<file path="src/rtl/data_bus_bridge_pkg.sv">
// Shared definitions for the data bus bridge: FSM encodings, kseg mapping
// constants and bus size codes.
package data_bus_bridge_pkg;

  typedef enum logic [1:0] {
    IDLE = 2'd0,
    REQ  = 2'd1,
    WAIT = 2'd2,
    DONE = 2'd3
  } bridge_state_t;

  // addr[31:30] value selecting kseg0/kseg1; mapping clears addr[31:29]
  localparam logic [1:0] KSEG_TOP = 2'b10;
  localparam logic [2:0] KSEG_CLR = 3'b000;

  localparam logic [1:0] SIZE_BYTE = 2'b00;
  localparam logic [1:0] SIZE_HALF = 2'b01;
  localparam logic [1:0] SIZE_WORD = 2'b10;

  function automatic logic is_kseg01(input logic [31:0] vaddr);
    return vaddr[31:30] == KSEG_TOP;
  endfunction

endpackage

</file>
<file path="src/rtl/mem_addr_map.sv">
// Virtual-to-physical address mapping for the data bus (combinational).
module mem_addr_map
  import data_bus_bridge_pkg::*;
#(
  parameter int KSEG_MAP = 1
) (
  input  logic [31:0] vaddr,
  output logic [31:0] paddr
);

  // kseg0/kseg1 fold onto physical space by clearing the top three bits
  always_comb begin
    paddr = vaddr;
    if ((KSEG_MAP != 0) && is_kseg01(vaddr)) begin
      paddr = {KSEG_CLR, vaddr[28:0]};
    end
  end

endmodule

</file>
<file path="src/rtl/data_bus_bridge.sv">
// Bridge between the memory-access stage and a split addr_ok/data_ok bus.
// Handshake: a request is issued while data_req=1 and accepted in the cycle
// data_addr_ok=1; once issued it is never withdrawn. data_data_ok=1 in WAIT
// completes it. Only one transaction is ever outstanding.
module data_bus_bridge
  import data_bus_bridge_pkg::*;
#(
  parameter int KSEG_MAP = 1
) (
  input  logic        clk,
  input  logic        resetn,
  input  logic        mem_req,
  input  logic        mem_wr,
  input  logic [1:0]  mem_size,
  input  logic [3:0]  mem_wstrb,
  input  logic [31:0] mem_address,
  input  logic [31:0] write_mem_data,
  input  logic        pipe_allowin,
  input  logic        flush,
  output logic [31:0] read_mem_data,
  output logic        mem_stall,
  output logic        data_req,
  output logic        data_wr,
  output logic [1:0]  data_size,
  output logic [3:0]  data_wstrb,
  output logic [31:0] data_addr,
  output logic [31:0] data_wdata,
  input  logic        data_addr_ok,
  input  logic        data_data_ok,
  input  logic [31:0] data_rdata
);

  bridge_state_t state;
  logic          cancel;
  logic          req_wr;
  logic [1:0]    req_size;
  logic [3:0]    req_wstrb;
  logic [31:0]   req_addr;
  logic [31:0]   req_wdata;
  logic [31:0]   rdata_r;
  logic          issue;
  logic          in_idle;
  logic [31:0]   sel_addr;

  assign in_idle = (state == IDLE);
  assign issue   = in_idle && mem_req && !flush && !cancel;

  // In IDLE the request goes out from live inputs; afterwards from latches
  always_comb begin
    data_wr    = req_wr;
    data_size  = req_size;
    data_wstrb = req_wstrb;
    sel_addr   = req_addr;
    data_wdata = req_wdata;
    if (in_idle) begin
      data_wr    = mem_wr;
      data_size  = mem_size;
      data_wstrb = mem_wstrb;
      sel_addr   = mem_address;
      data_wdata = write_mem_data;
    end
  end

  mem_addr_map #(
    .KSEG_MAP (KSEG_MAP)
  ) u_addr_map (
    .vaddr (sel_addr),
    .paddr (data_addr)
  );

  // Request and stall are forced low while reset is asserted
  always_comb begin
    data_req  = resetn && (issue || (state == REQ));
    mem_stall = resetn && ((in_idle && mem_req) || (state == REQ) ||
                           (state == WAIT) || cancel);
  end

  assign read_mem_data = rdata_r;

  // Transaction FSM with request latches, cancel flag and read-data register
  always_ff @(posedge clk or negedge resetn) begin
    if (!resetn) begin
      state     <= IDLE;
      cancel    <= 1'b0;
      req_wr    <= 1'b0;
      req_size  <= 2'b00;
      req_wstrb <= 4'h0;
      req_addr  <= 32'h0;
      req_wdata <= 32'h0;
      rdata_r   <= 32'h0;
    end else begin
      case (state)
        IDLE: begin
          if (issue) begin
            req_wr    <= mem_wr;
            req_size  <= mem_size;
            req_wstrb <= mem_wstrb;
            req_addr  <= mem_address;
            req_wdata <= write_mem_data;
            state     <= data_addr_ok ? WAIT : REQ;
          end
        end
        REQ: begin
          if (flush) cancel <= 1'b1;
          if (data_addr_ok) state <= WAIT;
        end
        WAIT: begin
          if (data_data_ok) begin
            if (cancel || flush) begin
              // cancelled transaction drains without reaching the stage
              cancel <= 1'b0;
              state  <= IDLE;
            end else begin
              rdata_r <= data_rdata;
              state   <= DONE;
            end
          end else if (flush) begin
            cancel <= 1'b1;
          end
        end
        DONE: begin
          if (flush || pipe_allowin) state <= IDLE;
        end
        default: state <= IDLE;
      endcase
    end
  end

endmodule

</file>
<file path="config.mk">
export PLATFORM = sky130hd
export DESIGN_NAME = data_bus_bridge
export DESIGN_NICKNAME = d
export VERILOG_FILES = /design/src/rtl/data_bus_bridge_pkg.sv /design/src/rtl/mem_addr_map.sv /design/src/rtl/data_bus_bridge.sv
export SDC_FILE = /design/constraint.sdc
export NUM_CORES = 1
export LEC_CHECK = 0
export ABC_AREA = 1
export CELL_PAD_IN_SITES_DETAIL_PLACEMENT = 2
export CELL_PAD_IN_SITES_GLOBAL_PLACEMENT = 2
export CORE_MARGIN = 2
export CORE_UTILIZATION = 25
export DETAILED_ROUTE_END_ITERATION = 10
export PLACE_DENSITY = 0.86
export SYNTH_ARGS = -nofsm -noshare
export SYNTH_HDL_FRONTEND = slang
export SYNTH_HIERARCHICAL = 1
export SYNTH_SLANG_ARGS = --single-unit
</file>
<file path="constraint.sdc">
create_clock -name clk -period 4.8 [get_ports clk]
set_input_delay 0.96 -clock clk [delete_from_list [all_inputs] [get_ports clk]]
set_output_delay 0.96 -clock clk [all_outputs]
set_load 0.02 [all_outputs]
</file>
## Word-level counts from Yosys, hierarchy flattened

Index checks and enable logic that the tools add are counted.

- Bitwise operators: 1
- Mux-type cells: 17
- Reduce and logical (&&, ||, !) cells: 19
- Equal/unequal tests: 9

Operators by type and width:

| kind | number |
|---|---|
| $mux 32 | 3 |
| $mux 2 | 7 |
| $ne 2x2->1 const B | 4 |
| $pmux 2 s4 | 1 |
| $eq 2x2->1 const B | 3 |
| $logic_or 1x1->1 | 6 |
| $logic_and 1x1->1 | 5 |
| $mux 1 | 4 |
| $mux 4 | 1 |
| $reduce_and 2->1 | 2 |
| $reduce_and 4->1 | 1 |
| $ne 3x2->1 const B | 1 |
| $reduce_and 3->1 | 1 |
| $eq 2x1->1 const B | 1 |
| $logic_not 1->1 | 2 |
| $logic_not 2->1 | 1 |
| $pmux 1 s2 | 1 |
| $reduce_bool 2->1 | 1 |
| $not 1->1 | 1 |

- Input bits: 110
- Logic and storage cells: 54
- Flip-flop bits (word level): 106
- Output and inout bits: 105

## Logic depth before layout (Yosys ltp)

- Depth in word-level cells: 6
- Mapped depth: 10
- Mapped depth without buffers: 8

## Cells and area by module

Netlist, hierarchy kept.

By module, submodules not included:

| module | sequential area each (µm²) | cells each | instances | area an instance (µm²) |
|---|---|---|---|---|
| data_bus_bridge | 2,652.5 | 641 | 1 | 5,063.6 |
| mem_addr_map | 0.0 | 35 | 1 | 245.2 |

## Least setup slack after synthesis

No wires, ideal clock.

- Path type: input to output
- Start: input flush
- End: output data_req
- Slack: 1,937 ps
- Path buffers: 1
- Stages: 4
- Data arrival time: 1,903 ps
- Cell sequence: nor2_4 nand3_4 buf_6 a21boi_0

- Cells in the longest elaborated chain, start to end: 5

RTL lines:

| element | RTL line | text |
|---|---|---|
| start, declared | data_bus_bridge.sv:19 | `input logic flush,` |
| $logic_not 1->1 | data_bus_bridge.sv:46 | `assign issue = in_idle && mem_req && !flush && !cancel;` |
| $logic_and 1x1->1 (2 in a row) | data_bus_bridge.sv:46 |  |
| $logic_or 1x1->1 | data_bus_bridge.sv:73 | `data_req = resetn && (issue \|\| (state == REQ));` |
| $logic_and 1x1->1 | data_bus_bridge.sv:73 |  |
| end, declared | data_bus_bridge.sv:22 | `output logic data_req,` |

Every way passes these cells.

## Final worst setup path

- Start: register state[0]
- End: output data_addr[29]

- Cells in the longest elaborated chain, start to end: 4

RTL lines:

| element | RTL line | text |
|---|---|---|
| start, declared | data_bus_bridge.sv:33 | `bridge_state_t state;` |
| start signal, assigned | data_bus_bridge.sv:100 | `state <= data_addr_ok ? WAIT : REQ;` |
| $logic_not 2->1 (*) | data_bus_bridge.sv:45 | `assign in_idle = (state == IDLE);` |
| $mux 32 (*) | data_bus_bridge.sv:55 | `if (in_idle) begin` |
| $eq 2x2->1 | data_bus_bridge_pkg.sv:21 | `return vaddr[31:30] == KSEG_TOP;` |
| $mux 32 (*) | mem_addr_map.sv:14 | `if ((KSEG_MAP != 0) && is_kseg01(vaddr)) begin` |
| end, declared | data_bus_bridge.sv:26 | `output logic [31:0] data_addr,` |

Mark *: on every way between the ends. The rest lies on a longest branch, timed or not.

==> impl_summary.txt <==
----------------------------------------------------
[Placed design]
  Cell count after placement ... 1,103
  Last weighted congestion value of the routability-driven placer ... 0.721
  Total half-perimeter wirelength after legalization and detailed placement ... 12,300 um
  Input/output buffers ... 214
  Worst slack after detailed placement ... 1.19 ns

[Timing]
  Actual slew at the worst max-slew pin ... 0.859 ns
  Final Skew ... 0.0101 ns
  Total negative slack ... 0 ns
  Final Hold Violating Endpoints ... 0
  RSZ-0062 raised after global routing ... no
  Fin crit period ... 3.93 ns
  Maximum achievable frequency ... 254 MHz
  Fraction of the cycle the final worst path needs ... 81.9%
  Max-slew violations ... 0
  Final setup margin ... 0.868 ns
  Slew HR ... 42.8%
  Setup violation total in the final timing report ... 0

[Yosys]
  Cell variety after synth ... 21
  Adder-Cell Fraction of Synth Area ... 0.943%
  Cell area after synthesis ... 5310 um^2
  Syn Area/Cell ... 7.85 um^2
  Sequential cell area fraction in the yosys report ... 50.0%
  Main combinational cell family by area after synthesis ... compound AO/OA/AOI/OAI gates
  Post-synth top flop ... sky130_fd_sc_hd__dfrtp_1
  Share of the synthesized area in the top cell type ... 50.0%
  Leading cell types by total area after synthesis ... sky130_fd_sc_hd__dfrtp_1 50%, sky130_fd_sc_hd__nand2_1 14%, sky130_fd_sc_hd__o21ai_0 9.0%, sky130_fd_sc_hd__inv_1 8.1%, sky130_fd_sc_hd__o21ai_1 7.4%
  Post-Synthesis Cells ... 676
  Async SR Flop Fraction ... 100%
  Yosys reg bits ... 106
  Yosys warns ... 6
  Complex-gate fraction of the synthesized area ... 17.3%
  Syn nets ... 790
  Basic-gate share of the synthesized area counting and, or, nand and nor cells ... 15.1%
  Leading cell types by count after synthesis ... 194 x sky130_fd_sc_hd__nand2_1, 115 x sky130_fd_sc_hd__inv_1, 106 x sky130_fd_sc_hd__dfrtp_1, 95 x sky130_fd_sc_hd__o21ai_0, 78 x sky130_fd_sc_hd__o21ai_1
  Mux share of post-synthesis cell area ... 0%
  Cell accounting for the most synthesized area ... sky130_fd_sc_hd__dfrtp_1
  Share of the synthesized netlist area taken by xor and xnor gates ... 0%
  Post-synth EDFFs ... 0
  Library cell with the highest instance count after synthesis ... sky130_fd_sc_hd__nand2_1

[Clock tree]
  Total clock buffers created by CTS ... 9
  Root buffer selected by CTS ... sky130_fd_sc_hd__clkbuf_16
  Setup Buffers After CTS ... 0
  Hold buffer count at CTS ... 0
  TritonCTS clock tree ... built
  Resized Gates After CTS ... 0
  Number of buffers on the longest clock path ... 2
  Clk sink count ... 106
  Clock slew seen by the registers of the worst setup and hold paths ... 0.08 ns
  Insertion delay to the later sink of the worst-skew pair ... 0.35 ns
  Number of H-tree branching levels ... 3

[Die]
  Overall die area ... 22,400 um^2
  Starting density of the core ... 25.3%
  Chip height ... 150 um
  Core Area ... 21,000 um^2
  Placement row count ... 53
  IO Count ... 215
  Die width ... 150 um

[Cells and area]
  Layout Cells excl Fill ... 1,119
  Diode count ... 0
  Layout filler cell count ... 2,450
  Fraction of layout cells with a size suffix above 1 ... 3.20%
  Net total in the final layout ... 953
  Layout Area Growth over Synthesis ... 44.5%

[Detailed routing]
  Number of DRC markers in iteration 0 ... 80
  Routed vias ... 4,876
  ANT nets after route ... 0
  Detailed Route WL ... 16,400 um
  Number of detailed-routing iterations run before antenna repair ... 4
  Per-cell routed wire length ... 14.6 um
  DRC violations left ... 0
  DR vias/cell ... 4.36

[Worst setup path]
  Data required time at the worst endpoint ... 3.84 ns
  Nature of the critical path startpoint ... register
  CP Max Fanout ... 94
  Kind of capture point of the worst setup path ... output port
  Worst Setup Path Type ... reg2out
  Arrival @ worst endpoint ... 2.97 ns

[Pwr]
  Static leakage ... 3.66 nW
  Ratio of total power to cell area ... 642 nW/um^2
  Overall power after layout ... 0.00493 W
  Worst-case vdd ir drop ... 229 uV

[Hold path]
  Class of the tightest hold or removal check ... reg2reg

[Outcome]
  Result of the run ... finished clean

[Global routing]
  Overall track demand over capacity in global routing ... 15.0%
  First-pass GRT wire length ... 26,800 um
  Via count of the first global-routing pass ... 5,460
  Largest net degree at the start of global routing ... 95
  Total congestion overflow ... 0
  Antenna violations before repair ... 0

[Job]
  Max-cap violation count ... 0

----------------------------------------------------
==> registers in the layout (all words and copies together) (netlist names) <==
signal	cells
state	2
read_mem_data	32
req_wdata	32
req_wstrb	4
req_wr	1
cancel	1
req_addr	32
req_size	2
==> cell usage in the layout, fill, tap and decap left out, types with 2 or more instances in the layout <==
| master | n |
|---|---|
| sky130_fd_sc_hd__nor2_1 | 4 |
| sky130_fd_sc_hd__clkinv_4 | 2 |
| sky130_fd_sc_hd__clkdlybuf4s50_1 | 213 |
| sky130_fd_sc_hd__buf_4 | 5 |
| sky130_fd_sc_hd__a21oi_1 | 2 |
| sky130_fd_sc_hd__clkinvlp_4 | 3 |
| sky130_fd_sc_hd__inv_1 | 115 |
| sky130_fd_sc_hd__dfrtp_1 | 106 |
| sky130_fd_sc_hd__ha_1 | 4 |
| sky130_fd_sc_hd__o21ai_0 | 95 |
| sky130_fd_sc_hd__nand2_1 | 194 |
| sky130_fd_sc_hd__nand3_4 | 2 |
| sky130_fd_sc_hd__o21ai_1 | 78 |
| sky130_fd_sc_hd__a21boi_0 | 2 |
| sky130_fd_sc_hd__clkbuf_16 | 9 |
| sky130_fd_sc_hd__nand3_1 | 2 |
==> critical path, stage by stage (launching register included) <==
cell                              delay (ns)
sky130_fd_sc_hd__dfrtp_1                0.40
sky130_fd_sc_hd__inv_1                  0.08
sky130_fd_sc_hd__ha_1                   0.32
sky130_fd_sc_hd__inv_4                  0.61
sky130_fd_sc_hd__nand2_1                0.10
sky130_fd_sc_hd__o21ai_0                0.19
sky130_fd_sc_hd__inv_1                  0.11
sky130_fd_sc_hd__a21oi_2                0.12
sky130_fd_sc_hd__clkdlybuf4s50_1        0.60
==> metrics by stage <==
step           cell area, um^2  util (%)  hold WS (ns)
2_1_floorplan             5310         -         0.453
3_3_place_gp              7390      35.3         0.464
3_5_place_dp              7390      35.3         0.479
4_1_cts                   7670      36.6         0.498
5_1_grt                   7670      36.6         0.516
6_report                  7670      36.6         0.491
==> cell families (layout without fill, tap and decap cells) <==
family                   count (synthesis)  after routing
AND/OR/NAND/NOR                        203            203
buffers and inverters                  183            351
AO/OA/AOI/OAI                          180            180
flip-flops                             106            106
adder cells (fa/ha/maj)                  4              4
==> routing by layer <==
layer / GRT usage (%) / part of all wire [%] / up-vias
li1: - / - / 2372
met4: 4.25 / 1.2 / 0
met2: 26.8 / 49 / 145
met3: 6.13 / 10 / 12
met1: 16.3 / 40 / 2347
met5: 0 / 0 / -
==> worst paths after layout <==
check,to,from,slack (ns),depth (start not counted)
worst max-delay path,data_addr[29],state[0],0.87,8
worst min-delay path,read_mem_data[27],read_mem_data[27],0.49,2
worst max register to register,req_wstrb[0],state[0],2.28,7
worst min register to register,read_mem_data[27],read_mem_data[27],0.49,2
max in group asynchronous,req_wdata[3],resetn,2.77,3
min in group asynchronous,req_wdata[15],resetn,0.53,1
==> report_power, final <==
group          leakage (nW)  switching [W]  internal (W)
clock network         0.128       0.000353      0.000369
registers              1.35       0.000215       0.00127
logic                  2.18        0.00151       0.00120
total                  3.66        0.00208       0.00285
==> area by class of cell <==
| class | instances | area, um^2 | area share, % |
|---|---|---|---|
| multi-input combinational | 387 | 1770 | 23.0 |
| sequential | 106 | 2650 | 34.6 |
| tap | 275 | 344 | 4.48 |
| timing repair buffer | 219 | 2190 | 28.5 |
| inverter | 116 | 438 | 5.71 |
| clock buffer | 11 | 243 | 3.16 |
| clock inverter | 5 | 40.0 | 0.522 |
Power figures use the tool's default switching activity.
